$ cat config.mk
export PLATFORM = sky130hd
export DESIGN_NAME = bitstream_block_assembler
export DESIGN_NICKNAME = d
export VERILOG_FILES = /design/src/rtl/bitstream_block_assembler.sv
export SDC_FILE = /design/constraint.sdc
export NUM_CORES = 1
export LEC_CHECK = 0
export CORE_MARGIN = 10
export CORE_UTILIZATION = 35
export DETAILED_ROUTE_END_ITERATION = 8
export GPL_ROUTABILITY_DRIVEN = 0
export HOLD_SLACK_MARGIN = 0.15
export PLACE_DENSITY_LB_ADDON = 0.08
export SYNTH_ARGS = -nofsm -noshare
export SYNTH_HDL_FRONTEND = slang
export SYNTH_SLANG_ARGS = --single-unit
$ cat constraint.sdc
create_clock -name clk -period 4.5 [get_ports clk]
set_input_delay 0.675 -clock clk [delete_from_list [all_inputs] [get_ports clk]]
set_output_delay 0.675 -clock clk [all_outputs]
set_load 0.005 [all_outputs]
$ cat src/rtl/bitstream_block_assembler.sv
// Serial (run, coefficient) parser that assembles TABLE_SIZE-entry coefficient blocks.
// Optional DC prediction on entry 0: define ASSEMBLER_DC_PREDICTION_EN. Serial input is stream_bit ("bit" is reserved).
module bitstream_block_assembler #(
  parameter int RUN_WIDTH               = 4,
  parameter int COEF_WIDTH              = 8,
  parameter int TABLE_SIZE              = 64,
  parameter int BLOCK_WIDTH_SIZE        = 40,
  parameter int BLOCK_HEIGHT_SIZE       = 30,
  parameter int BLOCK_WIDTH_INDEX_SIZE  = $clog2(BLOCK_WIDTH_SIZE),
  parameter int BLOCK_HEIGHT_INDEX_SIZE = $clog2(BLOCK_HEIGHT_SIZE)
) (
  input  logic                               clk,
  input  logic                               rst,
  input  logic                               stream_bit,
  input  logic                               is_new,
  output logic                               bit_ready,
  output logic [TABLE_SIZE*COEF_WIDTH-1:0]   table_value,
  output logic                               table_valid,
  input  logic                               table_ready,
  output logic [BLOCK_WIDTH_INDEX_SIZE-1:0]  block_col,
  output logic [BLOCK_HEIGHT_INDEX_SIZE-1:0] block_row,
  output logic                               frame_done,
  output logic                               overflow_error
);
  localparam int POS_W = $clog2(TABLE_SIZE) + 1;
  localparam int TGT_W = POS_W + 1;
  localparam int CNT_W = $clog2(RUN_WIDTH > COEF_WIDTH ? RUN_WIDTH : COEF_WIDTH) + 1;

  typedef enum logic [1:0] {S_RUN, S_COEF, S_HOLD} state_t;

  state_t                        state_reg, state_next;
  logic [CNT_W-1:0]              cnt_reg, cnt_next;
  logic [POS_W-1:0]              pos_reg, pos_next;
  logic [RUN_WIDTH-1:0]          run_reg;
  logic [COEF_WIDTH-1:0]         coef_reg;
  logic [COEF_WIDTH-1:0]         entry_reg [TABLE_SIZE];
  logic [BLOCK_WIDTH_INDEX_SIZE-1:0]  col_reg;
  logic [BLOCK_HEIGHT_INDEX_SIZE-1:0] row_reg;
  logic                          frame_done_reg, overflow_reg;

  logic                  accept, handoff, wr_en, ovf_set, frame_end;
  logic [COEF_WIDTH-1:0] coef_full, wr_val;
  logic [TGT_W-1:0]      target;

  assign accept    = is_new && (state_reg != S_HOLD);
  assign handoff   = (state_reg == S_HOLD) && table_ready;
  assign coef_full = COEF_WIDTH'({coef_reg, stream_bit});
  // Target index is computed one bit wider than pos so a long run cannot wrap.
  assign target    = TGT_W'(pos_reg) + TGT_W'(run_reg);
  assign frame_end = handoff
                  && (col_reg == BLOCK_WIDTH_INDEX_SIZE'(BLOCK_WIDTH_SIZE - 1))
                  && (row_reg == BLOCK_HEIGHT_INDEX_SIZE'(BLOCK_HEIGHT_SIZE - 1));

  always_comb begin
    state_next = state_reg;
    cnt_next   = cnt_reg;
    pos_next   = pos_reg;
    wr_en      = 1'b0;
    ovf_set    = 1'b0;
    case (state_reg)
      S_RUN: if (accept) begin
        if (cnt_reg == CNT_W'(RUN_WIDTH - 1)) begin
          cnt_next   = '0;
          state_next = S_COEF;
        end else begin
          cnt_next = cnt_reg + 1'b1;
        end
      end
      S_COEF: if (accept) begin
        if (cnt_reg == CNT_W'(COEF_WIDTH - 1)) begin
          cnt_next = '0;
          // (0,0) at pos 0 is a zero DC, not an end-of-block marker.
          if (run_reg == '0 && coef_full == '0 && pos_reg != '0) begin
            state_next = S_HOLD;
          end else if (target < TGT_W'(TABLE_SIZE)) begin
            wr_en      = 1'b1;
            pos_next   = POS_W'(target + TGT_W'(1));
            state_next = (target == TGT_W'(TABLE_SIZE - 1)) ? S_HOLD : S_RUN;
          end else begin
            ovf_set    = 1'b1;
            state_next = S_HOLD;
          end
        end else begin
          cnt_next = cnt_reg + 1'b1;
        end
      end
      S_HOLD: if (table_ready) begin
        state_next = S_RUN;
        pos_next   = '0;
      end
      default: state_next = S_RUN;
    endcase
  end

  always_ff @(posedge clk) begin
    if (rst) begin
      state_reg    <= S_RUN;
      cnt_reg      <= '0;
      pos_reg      <= '0;
      run_reg      <= '0;
      coef_reg     <= '0;
      overflow_reg <= 1'b0;
    end else begin
      state_reg <= state_next;
      cnt_reg   <= cnt_next;
      pos_reg   <= pos_next;
      if (accept && state_reg == S_RUN)  run_reg  <= RUN_WIDTH'({run_reg, stream_bit});
      if (accept && state_reg == S_COEF) coef_reg <= coef_full;
      if (ovf_set) overflow_reg <= 1'b1;
    end
  end

`ifdef ASSEMBLER_DC_PREDICTION_EN
  logic [COEF_WIDTH-1:0] dc_pred_reg;

  always_ff @(posedge clk) begin
    if (rst || frame_end) dc_pred_reg <= '0;
    else if (handoff)     dc_pred_reg <= entry_reg[0];
  end

  assign wr_val = (target == '0) ? dc_pred_reg + coef_full : coef_full;
`else
  assign wr_val = coef_full;
`endif

  genvar gi;
  generate
    for (gi = 0; gi < TABLE_SIZE; gi++) begin : g_entry
      always_ff @(posedge clk) begin
        if (rst || handoff)                       entry_reg[gi] <= '0;
        else if (wr_en && target == TGT_W'(gi))   entry_reg[gi] <= wr_val;
      end
      assign table_value[gi*COEF_WIDTH +: COEF_WIDTH] = entry_reg[gi];
    end
  endgenerate

  always_ff @(posedge clk) begin
    if (rst) begin
      col_reg        <= '0;
      row_reg        <= '0;
      frame_done_reg <= 1'b0;
    end else begin
      frame_done_reg <= frame_end;
      if (handoff) begin
        if (col_reg == BLOCK_WIDTH_INDEX_SIZE'(BLOCK_WIDTH_SIZE - 1)) begin
          col_reg <= '0;
          row_reg <= (row_reg == BLOCK_HEIGHT_INDEX_SIZE'(BLOCK_HEIGHT_SIZE - 1)) ? '0 : row_reg + 1'b1;
        end else begin
          col_reg <= col_reg + 1'b1;
        end
      end
    end
  end

  assign bit_ready      = (state_reg != S_HOLD);
  assign table_valid    = (state_reg == S_HOLD);
  assign block_col      = col_reg;
  assign block_row      = row_reg;
  assign frame_done     = frame_done_reg;
  assign overflow_error = overflow_reg;
endmodule

==> results.md, run 1 <==
- Tightest Pin Transition: 1.20 ns
- ANT nets after route: 0
- Nets@finish: 2128
- Post-CTS Hold Fix Bufs: 0
- CP startpoint kind: flop
- Die area: 72900 um2
- Yosys warning count: 0
- Area post-placement: 28400 um2
- DRT iter0 DRCs: 1408
- CTS H-tree lvls: 2
- Core Util, Final: 49.1%
- CP delay by family, top: compound AO/OA/AOI/OAI gates
- Wire per inst: 28.3 um
- FMAX: 0.264 GHz
- Area grow syn2layout: 39.0%
- Drt pass-1 iters: 5
- Final period utilization: 84.3%
- Vias in the first global route: 15842
- Pwr Density: 380 nW/um2
- Crit path largest cell delay: 0.96 ns
- Final wirelength: 85.0 mm
- Synth Flop Type: edfxtp_1
- Worst rel slew slack: 19.3%
- Vias post-DR: 15446
- RSZ-0062 raised after global routing: no
- Post-DP HPWL: 59.4 mm
- TritonCTS Buffers: 58
- Syn Area/Cell: 13.9 um2
- Metal1 wirelength: 34.0 mm
- CTS root buf: clkbuf_16
- DRC viols: 0
- Worst Path Max Fanout: 8
- Final setup margin: 0.708 ns
- Global route overflow: 0
- Synth cell types: 65
- CP endpoint kind: flop
- Row count: 91
- Final Non-Filler Cells: 3003
- Max IR drop VDD: 0.321 mV
- Die Ht: 270 um
- Worst hold slack: 0.488 ns
- WP depth: 9
- Met3 WL: 7.10 mm
- Critical Path RT: 4.73 ns
- Netlist Area Pre-Place: 21900 um2
- Status: finished clean
- Worst clock skew: 0.0169 ns
- Most common cell in the netlist: edfxtp_1
- Placed Instances: 2887
- Hold Path Cell Cnt: 2
- Core area: 61800 um2
- Ports: 532
- CP cell instances: ha_1, inv_1, fa_1, and2b_1, o211ai_1, o22ai_1, and2_1, nand2_1, o21ai_0
- GRT Util Overall: 22.6%
- Min Tclk post-route: 3.79 ns
- Top cells by area, synth: edfxtp_1, and3_1, dfxtp_1, nor2_1, clkbuf_1
- Hold WC Path Type: flop to flop
- FF-to-FF path depth: 9
- Power, Total: 11.5 mW
- Clock latency on the worst-skew pair: 0.64 ns
- Finish-stage setup viols: 0
- Buffer and inverter count on the worst path: 1
- Bufs on Longest Clock Path: 3
- Post-route cell area: 30400 um2
- DR top layer: met5
- Top cell type's share of synthesized area: 70.3%
- Synth top cells by count: edfxtp_1, and3_1, nor2_1, clkbuf_1, o21ai_0
- Avg Vias per Cell: 5.14
- Worst path slowest cell: o21ai_0
- Final hold viol count: 0
- CTS sink cnt: 549
- Worst-path clk slew: 0.06 ns
- Seq/Total Area, Yosys: 73.7%
- I/O Buffers: 531
- Area leader, netlist: edfxtp_1
- Max reg flops: 512
- Flops & latches, synth: 549
- Share of cells above drive strength 1: 10.8%
- Mapped Cells: 1577
- First-pass GRT wire length: 120 mm
- Critical Path AT: 4.02 ns
- Number of synthesized flops with an enable pin: 512
- # Post-CTS Setup Buffers: 0
- Pleak: 11.9 nW
- Setup TNS Final: 0 ns
- Initial Utilization: 35.4%
- Post-Place Setup Slack: 0.719 ns
- Slew Viols, Final: 0
- Syn Nets: 1595
- Die width: 270 um
- Max Cap Viol: 0
- TritonCTS clock tree: yes
- Post-CTS sizing: 0
- Met2 wire len: 40.9 mm
- Initial antenna violation count: 5
- Async set-reset flop share out of synthesis: 0%
- Critical path class: flop to flop
- Pin count of the biggest net entering global routing: 113
[cells in the final DEF (no fill, tap or decap), types with 10 or more instances in the layout]
master	count
a21oi_1	18
and2_1	14
and3_1	377
buf_4	106
clkbuf_1	10
clkbuf_16	58
clkdlybuf4s50_1	530
clkinv_1	14
clkinv_2	10
dfxtp_1	30
edfxtp_1	512
ha_1	12
inv_1	10
mux2i_1	12
nand2_1	47
nand3_1	31
nor2_1	141
nor2_2	13
nor3_1	21
o21ai_0	54
[layout make-up]
cell class                 instances  area, um2
fill                            5381      31400
sequential                       549      16100
timing repair buffer             640       6150
multi-input combinational        850       5060
clock buffer                      69       1500
tap                              837       1050
clock inverter                    40        438
inverter                          11       41.3
antenna                            7       17.5
[power breakdown]
group | leakage (nW) | internal [mW] | switching (mW) | total [mW]
Sequential | 5.26 | 5.78 | 0.0992 | 5.88
Clock | 0.939 | 2.85 | 2.05 | 4.90
Combinational | 5.66 | 0.413 | 0.342 | 0.755
Total | 11.9 | 9.05 | 2.49 | 11.5
[tightest hold or removal path: cells and delay by family, from the launching register on]
kind,cells,cell delay [ns]
compound gates,1,0.05
flops,1,0.33
simple gates,1,0.06
[metal layers]
metal	up-vias	GRT usage, %
met2	612	37.3
met3	143	6.88
met5	-	0
met1	7792	27.5
met4	2	8.21
li1	6897	-
[cells by family (layout without fill, tap and decap cells)]
kind of cell,Yosys count,in the layout,synth area share (%)
other,0,7,0
XOR/XNOR,13,13,0.521
flip-flops,549,549,73.7
adder cells (fa/ha/maj),13,13,0.778
AND/OR/NAND/NOR,691,691,17.5
multiplexers,12,12,0.549
AO/OA/AOI/OAI,121,121,3.49
buffers and inverters,178,760,3.44
[worst paths after layout]
| kind | start | slack (ns) | end |
|---|---|---|---|
| setup / recovery | pos_reg[0]$_SDFFE_PP0P_ | 0.71 | entry_reg[1][125]$_SDFFCE_PN0P_ |
| hold / removal | pos_reg[3]$_SDFFE_PP0P_ | 0.49 | pos_reg[3]$_SDFFE_PP0P_ |
| setup reg to reg | pos_reg[0]$_SDFFE_PP0P_ | 0.71 | entry_reg[1][125]$_SDFFCE_PN0P_ |
| hold reg to reg | pos_reg[3]$_SDFFE_PP0P_ | 0.49 | pos_reg[3]$_SDFFE_PP0P_ |
No activity file was read; power rests on OpenSTA's default activity.
==> run 2, diff against run 1 <==
==> constraint.sdc (replaced) <==
create_clock -name clk -period 3.7 [get_ports clk]
set_input_delay 0.555 -clock clk [delete_from_list [all_inputs] [get_ports clk]]
set_output_delay 0.555 -clock clk [all_outputs]
set_load 0.005 [all_outputs]
==> run 2 against run 1 <==
Against the previous run: clock skew up 0.0097 ns; first-iteration DRC count down 6.5%; clock-buffer cell count up 1; power up 20%; hold slack better by 0.0026 ns; non-clock buffer count up 14; sequential power up 22%; register-to-register slack worse by 0.51 ns; utilization up 0.14 points; wire length down 1.5%; via count down 0.43%; highest routed layer is now met4.
==> results.md, run 2 (synthesis results as in run 1) <==
- Status: finished clean
- CP startpoint kind: flop
- Met2 wire len: 40.1 mm
- Area post-placement: 28600 um2
- Sequential power share: 51.6%
- Post-CTS Hold Fix Bufs: 0
- Critical Path RT: 4.02 ns
- Vias post-DR: 15379
- Final hold viol count: 0
- Hold WC Path Type: flop to flop
- Post-DP HPWL: 58.5 mm
- Max IR drop VDD: 0.395 mV
- CTS H-tree lvls: 2
- RSZ-0062 raised after global routing: no
- Avg Vias per Cell: 5.10
- Die width: 270 um
- Min Tclk post-route: 3.50 ns
- CP endpoint kind: flop
- Commonest non-fill, non-tap cells in the layout: clkdlybuf4s50_1, edfxtp_1, and3_1
- Global route overflow: 0
- Area grow syn2layout: 39.4%
- CTS sink cnt: 549
- Clk pwr share: 41.7%
- Finish-stage setup viols: 0
- Drt pass-1 iters: 5
- FMAX: 0.286 GHz
- Worst rel slew slack: 43.4%
- Vias in the first global route: 15473
- TritonCTS Buffers: 58
- Max reg flops: 512
- Met3 WL: 7.59 mm
- Core area: 61800 um2
- Pwr Density: 455 nW/um2
- Nets@finish: 2142
- Max Cap Viol: 0
- Die area: 72900 um2
- ANT nets after route: 0
- I/O Buffers: 531
- Pleak: 11.9 nW
- Share of cells above drive strength 1: 11.5%
- Post-route cell area: 30500 um2
- Worst Path Max Fanout: 9
- Pin count of the biggest net entering global routing: 113
- Die Ht: 270 um
- Clock latency on the worst-skew pair: 0.63 ns
- Initial antenna violation count: 1
- CTS root buf: clkbuf_16
- Sw Share: 21.8%
- Wire per inst: 27.8 um
- Setup TNS Final: 0 ns
- Final wirelength: 83.8 mm
- Critical Path AT: 3.82 ns
- GRT Util Overall: 22.2%
- Slew Viols, Final: 0
- Worst-path clk slew: 0.06 ns
- NetSw: 3.01 mW
- First-pass GRT wire length: 118 mm
- DR top layer: met4
- Row count: 91
- DRC viols: 0
- Most common cell after layout, fill and taps aside: clkdlybuf4s50_1
- Tightest Pin Transition: 0.849 ns
- TritonCTS clock tree: yes
- Critical path class: flop to flop
- Worst clock skew: 0.0266 ns
- Metal1 wirelength: 33.6 mm
- Ports: 532
- Int Pwr: 10.8 mW
- Final period utilization: 94.5%
- DRT iter0 DRCs: 1316
- Initial Utilization: 35.4%
- Logic gate share of total power: 6.7%
- Bufs on Longest Clock Path: 3
## run 2: metal layers
metal / GRT usage (%) / up-vias
li1: - / 6923
met2: 36.4 / 619
met3: 7.47 / 110
met1: 27.2 / 7727
met4: 6.92 / 0
met5: 0 / -
## run 2: layout make-up
| class | instances | area [um2] |
|---|---|---|
| diodes | 2 | 5.00 |
| clock buffers | 70 | 1500 |
| inverters | 11 | 41.3 |
| fillers | 5416 | 31400 |
| repair buffers | 654 | 6320 |
| well taps | 837 | 1050 |
| multi-input cells | 850 | 5060 |
| clock inverters | 40 | 370 |
| flip-flops and latches | 549 | 16100 |
## run 2: worst paths after layout
check        cells after the start                    start  slack, ns                               to
max                             11  run_reg[0]$_SDFFE_PP0P_       0.20  entry_reg[0][236]$_SDFFCE_PN0P_
min                              2  pos_reg[2]$_SDFFE_PP0P_       0.49          pos_reg[2]$_SDFFE_PP0P_
max reg2reg                     11  run_reg[0]$_SDFFE_PP0P_       0.20  entry_reg[0][236]$_SDFFCE_PN0P_
min reg2reg                      2  pos_reg[2]$_SDFFE_PP0P_       0.49          pos_reg[2]$_SDFFE_PP0P_
## run 2: metrics by stage
step           std cells  worst slack [ns]  hold slack [ns]  util, %  power [mW]
2_1_floorplan       1577             0.423            0.444        -        7.41
6_report            3013             0.202            0.491     49.3        13.9
3_5_place_dp        2901             0.169            0.473     46.3        8.22
5_1_grt             3011           0.00578            0.507     49.3        14.3
4_1_cts             3011             0.118            0.489     49.3        14.0
3_3_place_gp        2901             0.134            0.464     46.3        8.22
## run 2: critical path, cell delays in order, from the launching register on
cell     delay, ns
dfxtp_1       0.38
ha_1          0.19
inv_1         0.05
fa_1          0.42
and2b_1       0.33
o21a_1        0.19
nor2_1        0.09
or3_1         0.41
a21o_1        0.22
buf_4         0.18
o21ai_0       0.47
buf_4         0.28
## run 2: power by group through the flow
stage	clock, mW	sequential [mW]	combinational (mW)
after floorplan	0	7.28	0.131
after global placement	0	7.29	0.938
after detailed placement	0	7.28	0.939
after CTS	5.89	7.16	0.943
after global routing	6.15	7.17	0.975
final	5.78	7.15	0.924
## run 2: timing repair
action,CTS,global route
setup buffers,0,0
setup endpoints to repair,0,8
gates resized for setup,0,1
==> run 3, diff against run 2 <==
--- a/config.mk
+++ b/config.mk
@@ -10,7 +10,7 @@
 export DETAILED_ROUTE_END_ITERATION = 8
 export GPL_ROUTABILITY_DRIVEN = 0
 export HOLD_SLACK_MARGIN = 0.15
-export PLACE_DENSITY_LB_ADDON = 0.08
+export PLACE_DENSITY_LB_ADDON = 0.1
 export SYNTH_ARGS = -nofsm -noshare
 export SYNTH_HDL_FRONTEND = slang
 export SYNTH_SLANG_ARGS = --single-unit
==> run 3 against run 2 <==
Against the previous run: first-iteration DRC count rose by 1.7%; clock-buffer cell count rose by 8; via count rose by 0.34%; setup slack got worse by 0.087 ns; sequential power barely moved; sequential share of layout area rose by 0.34 points; critical path type unchanged; die area did not move; final cell count fell by 0.37%; fmax fell by 2.4%; global-route usage fell by 0.22 points.
==> results.md, run 3 (synthesis results as in run 1) <==
- Avg Vias per Cell: 5.14
- Buffer and inverter count on the worst path: 3
- GRT Util Overall: 22.0%
- Multi-input logic area: 5060 um2
- Slew Viols, Final: 0
- CP dominant cell by count: buf_4
- Fillers: 5399
- Share of cells above drive strength 1: 10.7%
- Global route overflow: 0
- Routing usage on met1: 27.0%
- Pwr Density: 443 nW/um2
- Hold WC Path Type: flop to flop
- TritonCTS Buffers: 57
- Ports: 532
- Final period utilization: 96.9%
- Initial antenna violation count: 6
- Placed Instances: 2902
- Status: finished clean
- TritonCTS clock tree: yes
- Post-DP HPWL: 57.6 mm
- Clock latency on the worst-skew pair: 0.62 ns
- Critical Path RT: 4.01 ns
- Die area: 72900 um2
- Worst clock skew: 0.0218 ns
- First-pass GRT wire length: 118 mm
- Finish-stage setup viols: 0
- Final hold viol count: 0
- Commonest non-fill, non-tap cells in the layout: clkdlybuf4s50_1, edfxtp_1, and3_1
- Drt pass-1 iters: 5
- Max reg flops: 512
- Pleak: 11.8 nW
- Grt peak-use layer: met2
- CP endpoint kind: flop
- Final wirelength: 82.6 mm
- CP cell instances: ha_1, inv_1, fa_1, and2b_1, o21a_1, nor2_1, or3_1, a21o_1, buf_4, o21ai_0, buf_4
- Reg area: 16100 um2
- Worst-path clk slew: 0.06 ns
- Critical Path AT: 3.89 ns
- Tightest Pin Transition: 1.01 ns
- Worst rel slew slack: 32.7%
- I/O Buffers: 531
- DRC viols: 0
- Max IR drop VDD: 0.323 mV
- Wire per inst: 27.5 um
- RSZ-0062 raised after global routing: no
- DRT iter0 DRCs: 1338
- Initial Utilization: 35.4%
- Max Cap Viol: 0
- Row count: 91
- CTS H-tree lvls: 2
- CP delay by family, top: compound AO/OA/AOI/OAI gates
- Final Non-Filler Cells: 3002
- Nets@finish: 2142
- CP startpoint kind: flop
- ANT nets after route: 0
- Die width: 270 um
- CTS root buf: clkbuf_16
- Setup TNS Final: 0 ns
- Critical path class: flop to flop
- Grt met3 use: 7.44%
- Vias post-DR: 15431
- Bufs on Longest Clock Path: 3
- Most common cell after layout, fill and taps aside: clkdlybuf4s50_1
- Area grow syn2layout: 38.5%
- Met2 Usage GRT: 36.7%
- Post-CTS Hold Fix Bufs: 0
- Core area: 61800 um2
- Die Ht: 270 um
- Min Tclk post-route: 3.58 ns
- Pin count of the biggest net entering global routing: 113
- FMAX: 0.279 GHz
- CTS sink cnt: 549
- Worst Path Max Fanout: 24
- Worst path slowest cell: o21ai_0
- Crit path largest cell delay: 0.46 ns
- Vias in the first global route: 15429
run 3: changes by cell type in the layout (fill, tap and decap cells not counted), moves of 2 or more:
cell and delta:
bufinv_16 -4, clkinvlp_4 -6, clkbuf_1 +8, o21ai_0 -2
clkinv_2 -9, o21ai_1 +3, buf_4 +2
run 3: timing repair:
action                                  in CTS  in global routing
setup buffers                                0                  0
gates resized for setup                      0                  2
endpoints found under the setup margin       0                 16
run 3: power breakdown:
part	switching (mW)	total, mW	internal (mW)
combinational	0.415	0.920	0.506
clock	2.35	5.33	2.98
sequential	0.117	7.15	7.04
total	2.89	13.4	10.5
run 3: final cells by class:
cell class	count	share of cell area, %
Antenna cell	2	0.0165
Clock buffer	78	5.01
Clock inverter	20	0.541
Inverter	11	0.136
Multi-Input combinational cell	850	16.7
Sequential cell	549	53.3
Tap cell	837	3.46
Timing Repair Buffer	655	20.9
run 3: worst paths after layout:
path,end,depth (start not counted),slack (ns),start
setup / recovery,entry_reg[0][217]$_SDFFCE_PN0P_,11,0.12,run_reg[0]$_SDFFE_PP0P_
hold / removal,pos_reg[0]$_SDFFE_PP0P_,2,0.49,pos_reg[0]$_SDFFE_PP0P_
hold reg to reg,pos_reg[0]$_SDFFE_PP0P_,2,0.49,pos_reg[0]$_SDFFE_PP0P_
setup reg to reg,entry_reg[0][217]$_SDFFCE_PN0P_,11,0.12,run_reg[0]$_SDFFE_PP0P_
run 3: layer usage:
layer / wire, um / vias up / share of wire [%]
li1: - / 6913 / -
met3: 7880 / 86 / 9.5
met1: 32800 / 7782 / 40
met2: 40200 / 648 / 49
met5: 17 / - / 0.021
met4: 1700 / 2 / 2.1
run 3: worst min-delay path, stage by stage, from the launching register on:
cell and delay [ns]:
dfxtp_1 0.32, nand3_1 0.06, a21oi_1 0.06
run 3: through the flow:
stage	power (mW)	setup WS, ns	util [%]	hold WS (ns)	instance area, um2
2_1_floorplan	7.41	0.423	-	0.444	21900
3_3_place_gp	8.22	0.112	46.2	0.469	28600
3_5_place_dp	8.22	0.0394	46.2	0.475	28600
4_1_cts	13.5	0.0183	49.0	0.487	30300
5_1_grt	13.8	0.00791	49.0	0.504	30300
6_report	13.4	0.116	49.0	0.491	30300
